File: config.mk
export PLATFORM = sky130hd
export DESIGN_NAME = sprite_rom_arbiter_flat
export DESIGN_NICKNAME = d
export VERILOG_FILES = /design/src/rtl/sprite_rom_arbiter_if.sv /design/src/rtl/sprite_rom_arbiter.sv /design/src/flat_wrapper.sv
export SDC_FILE = /design/constraint.sdc
export NUM_CORES = 1
export LEC_CHECK = 0
export CAP_MARGIN = 10
export CORE_MARGIN = 1.5
export CORE_UTILIZATION = 28
export CTS_CLUSTER_DIAMETER = 40
export DETAILED_ROUTE_END_ITERATION = 8
export MAX_ROUTING_LAYER = met4
export PLACE_DENSITY_LB_ADDON = 0.25
export SYNTH_ARGS = -nofsm -noshare
export SYNTH_HDL_FRONTEND = slang
export SYNTH_SLANG_ARGS = --single-unit
File: constraint.sdc
create_clock -name vga_clk -period 2.2 [get_ports vga_clk]
set_input_delay 0.33 -clock vga_clk [delete_from_list [all_inputs] [get_ports vga_clk]]
set_output_delay 0.33 -clock vga_clk [all_outputs]
set_load 0.01 [all_outputs]
File: src/rtl/sprite_rom_arbiter_if.sv
// Bus between the sprite requesters, the shared sprite ROM and the arbiter.
// slave = arbiter side, master = requesters plus ROM side.
interface sprite_rom_arbiter_if #(
  parameter int NREQ   = 4,
  parameter int ADDR_W = 10,
  parameter int DATA_W = 3
);
  localparam int TAG_W = (NREQ > 1) ? $clog2(NREQ) : 1;

  // req[i] is held high until gnt[i] is seen in the same cycle; a grant is a
  // completed transfer, and its data returns with rd_valid/rd_tag one cycle later.
  logic [NREQ-1:0]        req;
  logic [NREQ*ADDR_W-1:0] req_addr;
  logic [NREQ-1:0]        gnt;
  logic [ADDR_W-1:0]      rom_address;
  logic [DATA_W-1:0]      rom_q;
  logic                   rd_valid;
  logic [TAG_W-1:0]       rd_tag;
  logic [DATA_W-1:0]      rd_data;

  modport slave (
    input  req, req_addr, rom_q,
    output gnt, rom_address, rd_valid, rd_tag, rd_data
  );

  modport master (
    output req, req_addr, rom_q,
    input  gnt, rom_address, rd_valid, rd_tag, rd_data
  );
endinterface

File: src/rtl/sprite_rom_arbiter.sv
// Round-robin arbiter sharing one synchronous sprite ROM among NREQ requesters.
// Optional macro SPRITE_ARB_PLAYER_PRIO_EN gives requester 0 absolute priority.
module sprite_rom_arbiter #(
  parameter int NREQ   = 4,
  parameter int ADDR_W = 10,
  parameter int DATA_W = 3
) (
  input  logic                vga_clk,
  input  logic                reset_n,
  input  logic                frame_sync,
  sprite_rom_arbiter_if.slave bus
);
  localparam int TAG_W = (NREQ > 1) ? $clog2(NREQ) : 1;
  localparam logic [TAG_W-1:0] LAST = TAG_W'(NREQ - 1);

  logic [TAG_W-1:0] ptr_q, ptr_d;
  logic [TAG_W-1:0] win_idx;
  logic [TAG_W-1:0] cand;
  logic [TAG_W-1:0] rd_tag_q;
  logic [NREQ-1:0]  rr_req;
  logic             win_found;
  logic             advance;
  logic             rd_valid_q;

  always_comb begin
    win_found = 1'b0;
    win_idx   = '0;
    cand      = '0;
    advance   = 1'b0;
    rr_req    = bus.req;
`ifdef SPRITE_ARB_PLAYER_PRIO_EN
    // Player sprite wins outright and leaves the rotation pointer alone.
    rr_req[0] = 1'b0;
    if (reset_n && bus.req[0]) begin
      win_found = 1'b1;
    end
`endif
    for (int k = 0; k < NREQ; k++) begin
      int c;
      c = int'(ptr_q) + k;
      if (c >= NREQ) c = c - NREQ;
      cand = TAG_W'(c);
      if (reset_n && !win_found && rr_req[cand]) begin
        win_found = 1'b1;
        win_idx   = cand;
        advance   = 1'b1;
      end
    end

    ptr_d = ptr_q;
    if (advance) ptr_d = (win_idx == LAST) ? '0 : win_idx + 1'b1;
    if (frame_sync) ptr_d = '0;
  end

  always_comb begin
    bus.gnt         = '0;
    bus.rom_address = '0;
    if (win_found) begin
      bus.gnt[win_idx] = 1'b1;
      bus.rom_address  = bus.req_addr[int'(win_idx)*ADDR_W +: ADDR_W];
    end
  end

  always_ff @(posedge vga_clk) begin
    if (!reset_n) begin
      ptr_q      <= '0;
      rd_valid_q <= 1'b0;
      rd_tag_q   <= '0;
    end else begin
      ptr_q      <= ptr_d;
      rd_valid_q <= win_found;
      if (win_found) rd_tag_q <= win_idx;
    end
  end

  // A reset arriving while a read is in flight kills its return immediately.
  assign bus.rd_valid = rd_valid_q & reset_n;
  assign bus.rd_tag   = rd_tag_q;
  assign bus.rd_data  = bus.rd_valid ? bus.rom_q : '0;
endmodule

File: src/flat_wrapper.sv
// flat-port wrapper written by rule: the top's interface ports become plain ports
module sprite_rom_arbiter_flat 
#(
  parameter int NREQ   = 4,
  parameter int ADDR_W = 10,
  parameter int DATA_W = 3
)
  (vga_clk, reset_n, frame_sync, bus_req, bus_req_addr, bus_rom_q, bus_gnt, bus_rom_address, bus_rd_valid, bus_rd_tag, bus_rd_data);
  sprite_rom_arbiter_if #(.NREQ(NREQ), .ADDR_W(ADDR_W), .DATA_W(DATA_W)) bus_i ();
  input  logic vga_clk;
  input  logic reset_n;
  input  logic frame_sync;
  input wire logic [$bits(bus_i.req)-1:0] bus_req;
  input wire logic [$bits(bus_i.req_addr)-1:0] bus_req_addr;
  input wire logic [$bits(bus_i.rom_q)-1:0] bus_rom_q;
  output wire logic [$bits(bus_i.gnt)-1:0] bus_gnt;
  output wire logic [$bits(bus_i.rom_address)-1:0] bus_rom_address;
  output wire logic [$bits(bus_i.rd_valid)-1:0] bus_rd_valid;
  output wire logic [$bits(bus_i.rd_tag)-1:0] bus_rd_tag;
  output wire logic [$bits(bus_i.rd_data)-1:0] bus_rd_data;
  assign bus_i.req = bus_req;
  assign bus_i.req_addr = bus_req_addr;
  assign bus_i.rom_q = bus_rom_q;
  assign bus_gnt = bus_i.gnt;
  assign bus_rom_address = bus_i.rom_address;
  assign bus_rd_valid = bus_i.rd_valid;
  assign bus_rd_tag = bus_i.rd_tag;
  assign bus_rd_data = bus_i.rd_data;
  sprite_rom_arbiter #(.NREQ(NREQ), .ADDR_W(ADDR_W), .DATA_W(DATA_W)) u_core (.vga_clk(vga_clk), .reset_n(reset_n), .frame_sync(frame_sync), .bus(bus_i));
endmodule
==> summary.md, run 1 <==
| Metric | Value |
|---|---|
| Clock-pin slew of the registers on the worst-case setup and hold paths | 0.05 ns |
| TritonCTS clock tree | yes |
| # port buffers | 69 |
| Wire length after detailed routing | 3090 um |
| Nature of the critical path endpoint | output pin |
| Share of post-route cells with drive strength above 1 | 39.1% |
| Netlist area before placement | 664 um^2 |
| Critical-path top delay cell | sky130_fd_sc_hd__dfxtp_2 |
| Async set-reset flop share out of synthesis | 0% |
| Total congestion overflow | 0 |
| Root buf cell | sky130_fd_sc_hd__clkbuf_4 |
| Status | finished with violations |
| Leading cell type in the layout, fill and taps excluded | sky130_fd_sc_hd__clkdlybuf4s50_1 |
| Iteration-0 DRC count of the detailed router | 13 |
| Static leakage power | 0.000725 uW |
| Number of buffers on the longest clock path | 2 |
| Count of standard-cell rows | 17 |
| Core area | 2230 um^2 |
| Worst-path maximum fanout | 6 |
| Count of placed standard cells in the final layout, fillers left out | 212 |
| Global-route wire length before repair | 4530 um |
| Average vias per placed instance | 5.08 |
| Number of hold violations in the final report | 0 |
| Shortest clock period the worst path allows after layout | 2.40 ns |
| Grt met1 use | 23.3% |
| Number of setup violations in the final report | 10 |
| Worst-case setup slack after placement | -0.756 ns |
| GR Util met3 | 2.30% |
| Final weighted congestion in routability-driven placement | 0.887 |
| Top Usage Layer GRT | met2 |
| Diode count | 0 |
| Met2 demand-to-capacity share in global routing | 44.7% |
| Power share of the sequential group | 17.9% |
| Clock H-tree levels | 1 |
| Critical Path Start Type | register |
| Number of sinks driven by the clock tree | 5 |
| First-pass detailed-route iteration total | 4 |
| Transition time at the pin with the least slew margin | 0.311 ns |
| Slew HR | 78.7% |
| Post-synthesis cell type count | 28 |
| Logic gate share of total power | 61.1% |
| # placed instances | 190 |
| Pin count of the biggest net entering global routing | 12 |
| Clock Power Share | 21.0% |
| Per-instance average area after synthesis | 8.41 um^2 |
| Count of synthesis-stage warnings from yosys | 0 |
| GRT Overall Usage | 23.0% |
| Post-detailed-route count of antenna-violating nets | 0 |
| Most common cell on crit path | sky130_fd_sc_hd__buf_6 |
| Failing checks | setup timing |
| Pins Over Slew Limit | 0 |
| Power dissipated by switching net loads | 191 uW |
| Worst path cell trace | buf_6, nand4b_1, o31ai_4, nor4_4, buf_4, buf_12, buf_6, mux2i_1, o22ai_1, buf_2 |
| Detailed placement HPWL | 1940 um |
| Delay-heaviest family, CP | buffers and inverters |
| Die area | 2670 um^2 |
| Setup CP Type | reg -> out |
| Net count, final | 236 |
| X dimension of the die | 51.7 um |
| Pwr Density | 326 nW/um^2 |
| Total via count in the routed design | 1076 |
| CP peak stage delay | 0.33 ns |
| Number of synthesized register bits | 5 |
| Sequential area share after synthesis | 15.1% |
| Hold buffer count at cts | 0 |
| RSZ-0062 raised after global routing | true |
| Required time of the critical path | 1.87 ns |
| Maximum vdd drop | 214 uV |
| Worst hold slack | 0.451 ns |
| Skew final | 0.00924 ns |
| Period utilization | 109% |
| Top_reg_cell synth | sky130_fd_sc_hd__dfxtp_1 |
| Number of global-route vias before repair | 1068 |
| Share of total power consumed by net switching | 33.8% |
| Final setup margin | -0.202 ns |
| Number of remaining DRC errors | 0 |
| Total nets after synthesis | 130 |
| Crit path arrival time | 2.07 ns |
| Highest attainable clock frequency | 416 MHz |
| TritonCTS buffer count | 3 |
| Number of antenna violations at the first check in global routing | 0 |
| Count of flip-flops with a built-in enable after synthesis | 0 |
| Ports placed on the boundary | 70 |
| Area grow syn2layout | 161% |
| Buffer and inverter count on the worst path | 5 |
| WL/cell | 14.6 um |
| Cell internal power dissipation | 374 uW |
| Initial core utilization | 29.7% |
| Maximum Capacitance Violations | 0 |
| Path type of the worst min-delay path | reg -> reg |
| Clock latency of the later-clocked register in the worst-skew pair | 0.26 ns |
| Die Height | 51.7 um |
| Commonest non-fill, non-tap cells in the layout | sky130_fd_sc_hd__clkdlybuf4s50_1 (51), sky130_fd_sc_hd__buf_4 (27), sky130_fd_sc_hd__mux2i_1 (21), sky130_fd_sc_hd__buf_2 (10), sky130_fd_sc_hd__buf_6 (6) |
| Count of mapped cells out of synthesis | 79 |
-- synth_stat cells, types with 2 or more instances --
cell	instances	area share, %
sky130_fd_sc_hd__mux2i_1	21	32
sky130_fd_sc_hd__a22oi_1	7	7.9
sky130_fd_sc_hd__a21oi_1	5	3.8
sky130_fd_sc_hd__dfxtp_1	5	15
sky130_fd_sc_hd__nand2_1	4	2.3
sky130_fd_sc_hd__o22ai_1	4	3.8
sky130_fd_sc_hd__and2_1	3	2.8
sky130_fd_sc_hd__and3_1	3	2.8
sky130_fd_sc_hd__inv_1	3	1.7
sky130_fd_sc_hd__nor2_1	3	1.7
sky130_fd_sc_hd__buf_6	2	3.4
sky130_fd_sc_hd__nor3_1	2	1.5
sky130_fd_sc_hd__o21ai_1	2	1.5
-- layout make-up --
cell class,instances,area [um^2]
Tap cell,28,35.0
Inverter,4,17.5
Multi-Input combinational cell,67,606
Fill cell,150,497
Clock buffer,4,26.3
Timing Repair Buffer,104,947
Sequential cell,5,105
-- state kept, by name (all words and copies together), names as in the netlist --
| signal | cells |
|---|---|
| u_core.bus.rd_tag | 2 |
| u_core.ptr_q | 2 |
| u_core.rd_valid_q | 1 |
-- routing by layer --
layer / vias to the layer above / part of all wire (%)
met2: 62 / 51
met4: 0 / 3.3
li1: 518 / -
met5: - / 0
met1: 488 / 39
met3: 8 / 6.5
-- final timing paths --
check | startpoint | endpoint | slack (ns) | depth (start not counted)
worst max-delay path | u_core.ptr_q[0] | bus_rom_address[0] | -0.20 | 10
worst min-delay path | u_core.bus.rd_tag[0] | u_core.bus.rd_tag[0] | 0.45 | 2
worst max register to register | u_core.ptr_q[0] | u_core.ptr_q[1] | 0.43 | 9
worst min register to register | u_core.bus.rd_tag[0] | u_core.bus.rd_tag[0] | 0.45 | 2
-- stage by stage --
step,util [%],cell area (um^2),TNS [ns],power (uW)
after floorplan,-,664,0,213
after global placement,67.3,1500,-8.36,404
after detailed placement,67.3,1500,-9.18,410
after CTS,75.8,1690,-0.917,546
after global routing,77.8,1740,-2.41,592
final,77.8,1740,-1.13,565
-- power by group through the flow --
stage	clock network (uW)	registers, uW	logic (uW)
floorplan	0	102	112
detailed placement	0	102	308
global route	125	102	366
global placement	0	102	303
finish	119	101	345
CTS	115	102	329
-- worst min-delay path, stage by stage (launching register included) --
cell and delay [ns]:
sky130_fd_sc_hd__dfxtp_1 0.30, sky130_fd_sc_hd__nand2_1 0.05, sky130_fd_sc_hd__a21oi_1 0.05
-- kinds of logic after synthesis --
| logic type | after synthesis | share of synthesized area (%) |
|---|---|---|
| AOI/OAI and AO/OA | 22 | 22.0 |
| adders and majority gates | 1 | 1.88 |
| muxes | 21 | 31.6 |
| DFF | 5 | 15.1 |
| buffers and inverters | 7 | 6.40 |
| and+or+nand+nor | 23 | 23.0 |
-- what timing repair did --
action | in CTS | in global routing
pin swaps | 10 | 6
resized for setup | 70 | 17
cloned | 2 | 1
buffers inserted | 11 | 5
setup endpoints to repair | 14 | 14
(Power assumes the default switching activity.)
==> run 2: changes to the inputs <==
CAP_MARGIN = 20   (was 10)
==> results of run 2 <==
Same layout as run 1: the final DEF is identical, and so are final timing and power.
